### src/rtl/loader_pkg.sv
// Shared types and constants for the instruction loader: FSM states and
// the byte/word geometry of the instruction memory.
package loader_pkg;

  typedef enum logic [1:0] {
    IDLE  = 2'd0,
    RECV  = 2'd1,
    WRITE = 2'd2,
    DONE  = 2'd3
  } state_t;

  localparam int BYTES_PER_WORD = 4;
  localparam int WORD_STRIDE    = 4;

endpackage

### src/rtl/byte_packer.sv
// Assembles four stream bytes MSB-first into one 32-bit word; flags the
// fourth byte so the controller can schedule the write.
module byte_packer (
  input  logic        clk,
  input  logic        rst_n,
  input  logic        clear,
  input  logic        en,
  input  logic [7:0]  byte_in,
  output logic [31:0] word,
  output logic        full
);

  logic [31:0] word_r;
  logic [1:0]  cnt_r;

  assign word = word_r;
  // The counter rolls 3->0 on the same edge that completes the word
  assign full = en && (cnt_r == 2'd3);

  // Shift register and byte counter
  always_ff @(posedge clk or negedge rst_n) begin
    if (!rst_n) begin
      word_r <= 32'h0000_0000;
      cnt_r  <= 2'd0;
    end else if (clear) begin
      word_r <= 32'h0000_0000;
      cnt_r  <= 2'd0;
    end else if (en) begin
      word_r <= {word_r[23:0], byte_in};
      cnt_r  <= cnt_r + 2'd1;
    end
  end

endmodule

### src/rtl/instruction_loader.sv
// Loads a program from a byte stream into instruction memory, one 32-bit
// write per four bytes at byte addresses 0, 4, 8, ...
module instruction_loader
  import loader_pkg::*;
#(
  parameter int ADDR_WIDTH = 32,
  parameter int DATA_WIDTH = 32,
  parameter int DEPTH      = 128,
  parameter int LEN_W      = $clog2(DEPTH/4)+1
) (
  input  logic                  clk,
  input  logic                  rst_n,
  input  logic                  start,
  input  logic [LEN_W-1:0]      len,
  input  logic                  s_valid,
  input  logic [7:0]            s_data,
  output logic                  s_ready,
  output logic                  wr_en,
  output logic [ADDR_WIDTH-1:0] wr_addr,
  output logic [DATA_WIDTH-1:0] wr_data,
  output logic                  busy,
  output logic                  done,
  output logic                  err
);

  localparam int              WORDS   = DEPTH / BYTES_PER_WORD;
  localparam logic [LEN_W-1:0] MAX_LEN = LEN_W'(WORDS);

  state_t                state_r, state_s;
  logic [LEN_W-1:0]      len_r, word_cnt_r;
  logic [ADDR_WIDTH-1:0] addr_r;
  logic                  done_r, err_r;
  logic                  accept_s, full_s, last_s, len_ok_s;
  logic                  start_ok_s, start_bad_s;
  logic [31:0]           word_s;

  // Moore decodes straight off the state register
  assign s_ready  = (state_r == RECV);
  assign wr_en    = (state_r == WRITE);
  assign busy     = (state_r != IDLE);
  assign accept_s = s_valid && (state_r == RECV);
  assign wr_addr  = addr_r;
  assign wr_data  = word_s;
  assign done     = done_r;
  assign err      = err_r;

  byte_packer u_packer (
    .clk     (clk),
    .rst_n   (rst_n),
    .clear   (start_ok_s),
    .en      (accept_s),
    .byte_in (s_data),
    .word    (word_s),
    .full    (full_s)
  );

  // Next-state and start qualification
  always_comb begin
    state_s     = state_r;
    start_ok_s  = 1'b0;
    start_bad_s = 1'b0;
    len_ok_s    = (len != {LEN_W{1'b0}}) && (len <= MAX_LEN);
    last_s      = ((word_cnt_r + LEN_W'(1)) == len_r);
    case (state_r)
      IDLE: begin
        if (start) begin
          if (len_ok_s) begin
            start_ok_s = 1'b1;
            state_s    = RECV;
          end else begin
            start_bad_s = 1'b1;
          end
        end else begin
          state_s = IDLE;
        end
      end
      RECV: begin
        if (full_s) begin
          state_s = WRITE;
        end else begin
          state_s = RECV;
        end
      end
      WRITE: begin
        if (last_s) begin
          state_s = DONE;
        end else begin
          state_s = RECV;
        end
      end
      DONE:    state_s = IDLE;
      default: state_s = IDLE;
    endcase
  end

  // State register
  always_ff @(posedge clk or negedge rst_n) begin
    if (!rst_n) begin
      state_r <= IDLE;
    end else begin
      state_r <= state_s;
    end
  end

  // Length, word count, address and status pulses
  always_ff @(posedge clk or negedge rst_n) begin
    if (!rst_n) begin
      len_r      <= {LEN_W{1'b0}};
      word_cnt_r <= {LEN_W{1'b0}};
      addr_r     <= {ADDR_WIDTH{1'b0}};
      done_r     <= 1'b0;
      err_r      <= 1'b0;
    end else begin
      done_r <= (state_r == WRITE) && last_s;
      err_r  <= start_bad_s;
      if (start_ok_s) begin
        len_r      <= len;
        word_cnt_r <= {LEN_W{1'b0}};
        addr_r     <= {ADDR_WIDTH{1'b0}};
      end else if (state_r == WRITE) begin
        word_cnt_r <= word_cnt_r + LEN_W'(1);
        // Address stays on the last word once the load completes
        if (!last_s) begin
          addr_r <= addr_r + ADDR_WIDTH'(WORD_STRIDE);
        end
      end
    end
  end

endmodule
### config.mk
export PLATFORM = sky130hd
export DESIGN_NAME = instruction_loader
export DESIGN_NICKNAME = d
export VERILOG_FILES = /design/src/rtl/loader_pkg.sv /design/src/rtl/byte_packer.sv /design/src/rtl/instruction_loader.sv
export SDC_FILE = /design/constraint.sdc
export NUM_CORES = 1
export LEC_CHECK = 0
export BUFFER_PORTS_ARGS = -buffer_cell sky130_fd_sc_hd__buf_2
export CAP_MARGIN = 10
export CORE_MARGIN = 8
export CORE_UTILIZATION = 58
export CTS_CLUSTER_DIAMETER = 50
export DETAILED_ROUTE_END_ITERATION = 10
export PLACE_DENSITY = 0.87
export SETUP_SLACK_MARGIN = 0.4
export SYNTH_ARGS = -nofsm -noshare
export SYNTH_HDL_FRONTEND = slang
export SYNTH_SLANG_ARGS = --single-unit
### constraint.sdc
create_clock -name clk -period 5.85 [get_ports clk]
set_input_delay 0.2925 -clock clk [delete_from_list [all_inputs] [get_ports clk]]
set_output_delay 0.2925 -clock clk [all_outputs]
set_load 0.05 [all_outputs]
==> metrics, run 1 <==
outcome complete, no violations; reg2reg setup slack 3030 ps; maximum root-to-sink buffer count 2; Mapped Area 3830 um2; clock-pin slew on the worst setup and hold paths 90 ps; Post-synth ARST share 100%; Initial Util 60.0%; maximum vdd ir drop 0.436 mV; Crit Path Max Fanout 26; pre-CTS WS 3130 ps; clk sinks 80; final global-route overflow total 0; GPL Wtd Cong 0.873; Worst Setup Start Kind flop; Finished Cell Area 4510 um2; Critical Path AT 3070 ps; Syn-to-layout area delta 17.6%; IO Count 87; clock latency on the worst-skew pair 360 ps; Avg WL per Cell 16.3 um; DRC 0; max-cap violation count 0; final worst path period share 48.2%; H-tree depth 3; Switching Share 47.5%; die width 97.3 um; CTS Buf Count 9; Post-synth EDFFs 0; sequential power share 36.1%; worst setup margin 3030 ps; leading area contributor after synthesis dfrtp_1; GRT Total Usage 20.3%; Worst EP required 6100 ps; Period minus WS final 2820 ps; First-pass DRT Iterations 4; drt total wl 9460 um; post-synth top area share 52.2%; FF-to-FF Start word_cnt_r[0]; final hold viol count 0; CP endpoint kind flop; vias in the first global route 3368; net switching power 1.12 mW; Final Slew Violations 0; port buffer count 84; worst hold path type input port to asynchronous set/reset pin; Final Setup Violations 0; Area after DPL 4260 um2; sequential fraction of the synthesis area 52.2%; Design Power 2.35 mW; r2r endpoint wr_addr[17]; synth unique cells 43; starting DRC count in detailed routing 264; hold buffers post-CTS 0; Die H 97.3 um; internal power 1.23 mW; layout net count 518; first-pass GRT wire length 16300 um; largest net degree at the start of global routing 81; hpwl dp 6450 um; Synth warnings 0; Max Clk Rate 355 MHz; Cell Pwr Density 521 nW/um2; slew margin rel. 26.8%; cell count after synthesis 423; CP Class flop to flop; Area contributors post-synth dfrtp_1 52%, nand2_1 11%, a21oi_1 5.7%; routed vias/inst 5.90; clock share of power 21.3%; TritonCTS clock tree yes; number of synthesized register bits 80; Worst Tran Pin Value 1100 ps; Ant. Diodes 0; Final Skew 13.8 ps; # rows 29; Logic pwr share 42.6%; CP Capture Point wr_addr[17]; Reg2Reg Depth 7; initial antenna violation count 0; Syn Area/Cell 9.06 um2; die area 9460 um2; vias 3415; Static Leak 2.21 nW; Post-DRT Antenna Nets 0; final hold slack 62.6 ps; post-CTS resize count 0; CP startpoint word_cnt_r[0]; RSZ-0062 raised after global routing no; core area 6390 um2; ys flop type dfrtp_1; share of cells above drive strength 1 21.7%; setup bufs post-CTS 0; filler cell count 509; Setup TNS 0 ps; CTS Root Cell clkbuf_8
## worst min-delay path by stage
stage               slack [ps]               end  cells past startpoint
floorplan                   -3              done                      0
global placement           490          len_r[3]                      2
detailed placement         490          len_r[1]                      2
CTS                        120        wr_addr[7]                      1
global route               140  u_packer.word[4]                      3
finish                      60        wr_addr[7]                      1
## worst max-delay path: stages, from the launching register on
cell and delay, ps:
dfrtp_1 450, ha_1 360, xnor2_1 250, o2111ai_2 210, o21ai_2 520, buf_4 380, mux2_2 370, a21o_1 170
## cell usage in the layout (no fill, tap or decap), types with 4 or more instances in the layout
cell type  Yosys  final
nor4_1         5      5
inv_1          9      9
and4_1         4      4
dfrtp_1       80     80
or4_1          6      6
nand3_1       17     17
o31ai_1        6      6
a21oi_1       44     44
mux2i_1        4      4
buf_2          9     83
and3_1         6      5
nand2_1      109    109
buf_4          2      4
nand4_1        7      7
xor2_1         4      4
nor2_1        20     20
xnor2_1       12     12
or3_1          5      5
o21ai_0       11     11
clkbuf_8       0      9
a21o_1         5      5
nor3_1         9      9
## layer usage
metal	share of wire [%]	routed length [um]	vias to the layer above	GRT usage, %
li1	-	-	1614	-
met1	43	4100	1646	25.8
met2	48	4520	138	32.2
met3	6.8	648	17	5.41
met4	2.1	197	0	7.58
met5	0	0	-	0
## power by group through the flow
stage	Combinational, mW	Clock (mW)	Sequential [mW]
floorplan	0.343	0	1.26
global placement	0.980	0	0.842
detailed placement	1.00	0	0.852
CTS	1.01	0.506	0.845
global route	1.07	0.528	0.868
finish	1.00	0.501	0.847
## area by class of cell
type,instances,area (um2),area share [%]
clock buffer,9,124,2.75
clock inverter,7,125,2.78
inverter,9,33.8,0.749
multi-input combinational,310,1680,37.3
sequential,80,2000,44.4
tap,77,96.3,2.14
timing repair buffer,87,445,9.88
## cell families after synthesis
group | share of synthesized area, %
AO/OA/AOI/OAI | 14.3
XOR/XNOR | 3.66
adder cells (fa/ha/maj) | 0.980
buffers and inverters | 4.02
flip-flops | 52.2
multiplexers | 1.63
other | 0.0978
AND/OR/NAND/NOR | 23.1
## flip-flops by register name, summed over array words and instances (netlist names)
name / flops
done: 1
word_cnt_r: 6
u_packer.word: 32
wr_addr: 30
u_packer.cnt_r: 2
state_r: 2
err: 1
len_r: 6
## synthesized netlist by cell type (7+ instances only)
cell and count:
xnor2_1 12, nor3_1 9, nand3_1 17, a21oi_1 44, buf_2 9, dfrtp_1 80
o21ai_0 11, clkbuf_1 13, nor2_1 20, nand2_1 109, inv_1 9, nand4_1 7
## per-stage QoR
stage,util (%),std cells
after detailed placement,66.7,563
after global routing,70.6,579
after global placement,66.7,563
after CTS,70.6,579
after floorplan,-,424
final,70.6,579
Power figures use the tool's default switching activity.
==> run 2: changes to the inputs <==
CORE_UTILIZATION = 54   (was 58)
PLACE_DENSITY = 0.82   (was 0.87)
clock period = 2.64 ns   (was 5.85 ns; I/O delays follow)
==> run 2 against run 1 <==
Final cell count up 8.1%. Power up 120%. Via count up 1.4%. Critical endpoint is now wr_addr[19]. Critical path depth is the same. Final area is 8.0% higher.
==> metrics, run 2 (same netlist as run 1, synthesis figures left out) <==
CTS Buf Count 9; vias in the first global route 3282; die width 100 um; maximum root-to-sink buffer count 2; layout net count 546; Initial Util 56.1%; CP Class flop to flop; r2r endpoint wr_addr[19]; max-cap violation count 0; hold path start s_data[7]; clock latency on the worst-skew pair 360 ps; clock-pin slew on the worst setup and hold paths 90 ps; Max Clk Rate 453 MHz; Final Setup Violations 0; Worst Setup Start Kind flop; Worst Tran Pin Value 1000 ps; Syn-to-layout area delta 27.0%; Final Slew Violations 0; routed vias/inst 5.53; slew margin rel. 33.1%; outcome complete, no violations; Avg WL per Cell 16.2 um; most frequent cells in the layout 108 x nand2_1, 83 x buf_2, 78 x dfrtp_1, 44 x a21oi_1, 20 x nor2_1; Worst EP required 2920 ps; First-pass DRT Iterations 5; largest stage delay on the critical path 510 ps; hpwl dp 6660 um; # rows 30; final global-route overflow total 0; worst hold path type input port to flop; maximum vdd ir drop 0.900 mV; CP delay by family, top compound AO/OA/AOI/OAI gates; H-tree depth 3; CP startpoint word_cnt_r[2]; first-pass GRT wire length 15900 um; port buffer count 84; Period minus WS final 2210 ps; Cell Pwr Density 1070 nW/um2; max reg flops 32; slowest CP cell or4_1; Reg2Reg Depth 7; share of cells above drive strength 1 25.8%; drt total wl 10200 um; reg2reg setup slack 430 ps; final worst path period share 83.6%; GPL Wtd Cong 0.926; clk sinks 80; Buf/Inv on CP 1; core area 6830 um2; vias 3464; Static Leak 2.33 nW; CP endpoint kind flop; GRT Total Usage 19.7%; Setup TNS 0 ps; hold endpoint u_packer.word[7]; starting DRC count in detailed routing 278; Critical Path AT 2490 ps; commonest non-fill, non-tap cell in the layout nand2_1; Final Skew 11.8 ps; initial antenna violation count 0; TritonCTS clock tree yes; die area 10000 um2; FF-to-FF Start word_cnt_r[2]; RSZ-0062 raised after global routing no; IO Count 87; Crit Path Max Fanout 20; hold path cells 3; Die H 100 um; final hold viol count 0; Post-DRT Antenna Nets 0; CTS Root Cell clkbuf_8; filler cell count 514; DRC 0; largest net degree at the start of global routing 81; worst path cell trace nand2_2 > o21a_1 > o2111ai_4 > o21ai_4 > clkbuf_16 > or4_1 > a21oi_1; Util after Layout 71.3%; Ant. Diodes 0
-- run 2: layout make-up --
cell class | instances | area [um2] | share of cell area [%]
Sequential cell | 80 | 2000 | 41.2
Multi-Input combinational cell | 310 | 1760 | 36.2
Timing Repair Buffer | 115 | 741 | 15.2
Clock buffer | 9 | 124 | 2.54
Tap cell | 96 | 120 | 2.47
Clock inverter | 7 | 81.3 | 1.67
Inverter | 9 | 37.5 | 0.771
-- run 2: how the worst max path moves through the flow --
stage | endpoint | cells past startpoint
after floorplan | u_packer.word[10] | 6
after global placement | wr_addr[17] | 7
after detailed placement | wr_addr[24] | 7
after CTS | wr_addr[13] | 7
after global routing | wr_addr[19] | 7
final | wr_addr[19] | 7
-- run 2: metrics by stage --
stage               power, mW  instances  hold slack [ps]  instance area [um2]  setup slack [ps]
CTS                      5.09        615             5.44                 4660               384
floorplan                3.55        424             -164                 3840               453
global placement         4.06        585              336                 4320               479
global route             5.49        626             18.6                 4870               341
detailed placement       4.12        585              344                 4320               372
finish                   5.23        626             10.9                 4870               434
-- run 2: layer usage --
layer / global-route usage (%) / vias up / routed length, um
met5: 0 / - / 0
met4: 8.02 / 0 / 167
met3: 3.94 / 20 / 530
met2: 31.8 / 115 / 5010
met1: 25.1 / 1649 / 4460
li1: - / 1680 / -
-- run 2: worst min-delay path, delay by kind of cell --
| kind | cells | cell delay [ps] |
|---|---|---|
| buffers and inverters | 1 | 90 |
| AND/OR/NAND/NOR | 1 | 50 |
| AO/OA/AOI/OAI | 1 | 60 |
-- run 2: timing repair --
| action | 4_1_cts | 5_1_grt |
|---|---|---|
| pin swaps | 0 | 4 |
| hold buffers | 12 | 0 |
| setup endpoints to repair | 7 | 67 |
| endpoints found under the hold margin | 91 | 0 |
| cloned | 0 | 2 |
| gates resized for setup | 0 | 17 |
| buffers inserted | 2 | 9 |
-- run 2: where the power goes --
group | internal (mW) | switching, mW
Sequential | 1.58 | 0.293
Clock | 0.446 | 0.479
Combinational | 0.655 | 1.78
==> run 3: changes to the inputs <==
clock period = 2.25 ns   (was 2.64 ns; I/O delays follow)
==> run 3 against run 2 <==
Non-clock buffer count is 8 higher. Combinational power grew 23%. Global-route usage grew 2.0 points. Worst hold slack improved by 60 ps. Final cell count rose by 1.3%. Critical path type unchanged. Critical endpoint is now wr_addr[12].
==> metrics, run 3 (same netlist as run 1, synthesis figures left out) <==
share of cells above drive strength 1 34.2%; clk sinks 80; final hold viol count 0; worst hold path type input port to flop; First-pass DRT Iterations 4; max-cap violation count 0; routed vias/inst 5.78; layout net count 554; die width 100 um; Design Power 6.42 mW; drt total wl 11100 um; hpwl dp 6850 um; RSZ-0062 raised after global routing yes; Max Clk Rate 467 MHz; CTS Root Cell clkbuf_8; vias 3663; max reg flops 32; Syn-to-layout area delta 33.2%; clock latency on the worst-skew pair 360 ps; slew margin rel. 66.6%; initial antenna violation count 0; CP Class flop to flop; Switching Share 47.9%; Logic pwr share 46.5%; IO Count 87; DRC 0; Setup TNS 0 ps; Die H 100 um; Final Slew Violations 0; vias in the first global route 3565; Reg2Reg Depth 9; port buffer count 84; first-pass GRT wire length 17500 um; sequential power share 34.6%; Post-DRT Antenna Nets 0; Worst EP required 2540 ps; GPL Wtd Cong 0.892; core area 6830 um2; CTS Buf Count 9; maximum vdd ir drop 1.34 mV; commonest non-fill, non-tap cell in the layout nand2_1; net switching power 3.08 mW; largest net degree at the start of global routing 47; most frequent cells in the layout 108 x nand2_1, 82 x buf_2, 53 x dfrtp_1, 40 x a21oi_1, 27 x dfrtp_2; filler cell count 483; Period minus WS final 2140 ps; starting DRC count in detailed routing 373; # rows 30; Worst Setup Start Kind flop; Worst Tran Pin Value 501 ps; final global-route overflow total 0; hold path cells 3; TritonCTS clock tree yes; GRT Total Usage 21.7%; Static Leak 2.41 nW; maximum root-to-sink buffer count 2; Final Skew 12.0 ps; die area 10000 um2; Cell Pwr Density 1260 nW/um2; CP endpoint kind flop; clock-pin slew on the worst setup and hold paths 80 ps; clock share of power 18.9%; Avg WL per Cell 17.5 um; Ant. Diodes 0; Critical Path AT 2430 ps; H-tree depth 3; outcome complete, no violations; internal power 3.34 mW; Final Setup Violations 0; Initial Util 56.1%; final worst path period share 95.2%; Crit Path Max Fanout 5
-- run 3: changes by cell type in the layout (fill, tap and decap cells not counted), moves of 4 or more --
cell	delta
clkinvlp_4	-4
a21oi_1	-4
dfrtp_1	-25
dfrtp_2	+25
-- run 3: metal layers --
metal | vias to the layer above | track usage [%] | wire (um)
met5 | - | 0 | 0
met4 | 0 | 10.2 | 316
met3 | 32 | 6.30 | 822
met2 | 163 | 34.2 | 5510
met1 | 1780 | 26.8 | 4440
li1 | 1688 | - | -
-- run 3: worst paths after layout --
kind	startpoint	end	slack, ps
worst min-delay path	start	err	70
worst max-delay path	len_r[2]	wr_addr[12]	110
min in group asynchronous	rst_n	wr_addr[5]	250
worst min register to register	wr_addr[6]	wr_addr[6]	510
worst max register to register	len_r[2]	wr_addr[12]	110
max in group asynchronous	rst_n	wr_addr[19]	1390
-- run 3: area by class of cell --
| type | count | area, um2 | share of cell area (%) |
|---|---|---|---|
| Sequential cell | 80 | 2040 | 39.9 |
| Clock buffer | 9 | 124 | 2.43 |
| Timing Repair Buffer | 123 | 808 | 15.8 |
| Multi-Input combinational cell | 310 | 1880 | 36.8 |
| Tap cell | 96 | 120 | 2.35 |
| Inverter | 9 | 33.8 | 0.662 |
| Clock inverter | 7 | 103 | 2.01 |
-- run 3: repair_timing --
item,CTS,global route
pin swaps,12,6
resized for setup,21,18
endpoints found under the setup margin,29,34
buffers inserted,11,3
endpoints found under the hold margin,51,0
hold buffers,15,0
-- run 3: power by group through the flow --
stage               Sequential (mW)  Clock (mW)  Combinational [mW]
floorplan                      3.29           0               0.930
global placement               2.19           0                2.64
detailed placement             2.22           0                2.70
CTS                            2.20        1.22                2.88
global route                   2.27        1.28                3.17
finish                         2.22        1.21                2.98
-- run 3: critical path, stage by stage (launching register included) --
cell      delay [ps]
dfrtp_2          430
buf_4            150
nand2b_4          70
o211ai_1         120
a31oi_1          210
buf_4            180
o21ai_4          100
buf_6            150
or4_4            510
a21oi_2          140
-- run 3: metrics by stage --
| stage | cell area [um2] | setup slack (ps) | util [%] | hold WS (ps) | instances |
|---|---|---|---|---|---|
| 2_1_floorplan | 3910 | 300 | - | -183 | 424 |
| 3_3_place_gp | 4440 | 157 | 65.0 | 109 | 589 |
| 3_5_place_dp | 4440 | 70.7 | 65.0 | 112 | 589 |
| 4_1_cts | 5010 | 208 | 73.3 | 26.3 | 631 |
| 5_1_grt | 5100 | 19.1 | 74.7 | 51.4 | 634 |
| 6_report | 5100 | 107 | 74.7 | 70.4 | 634 |
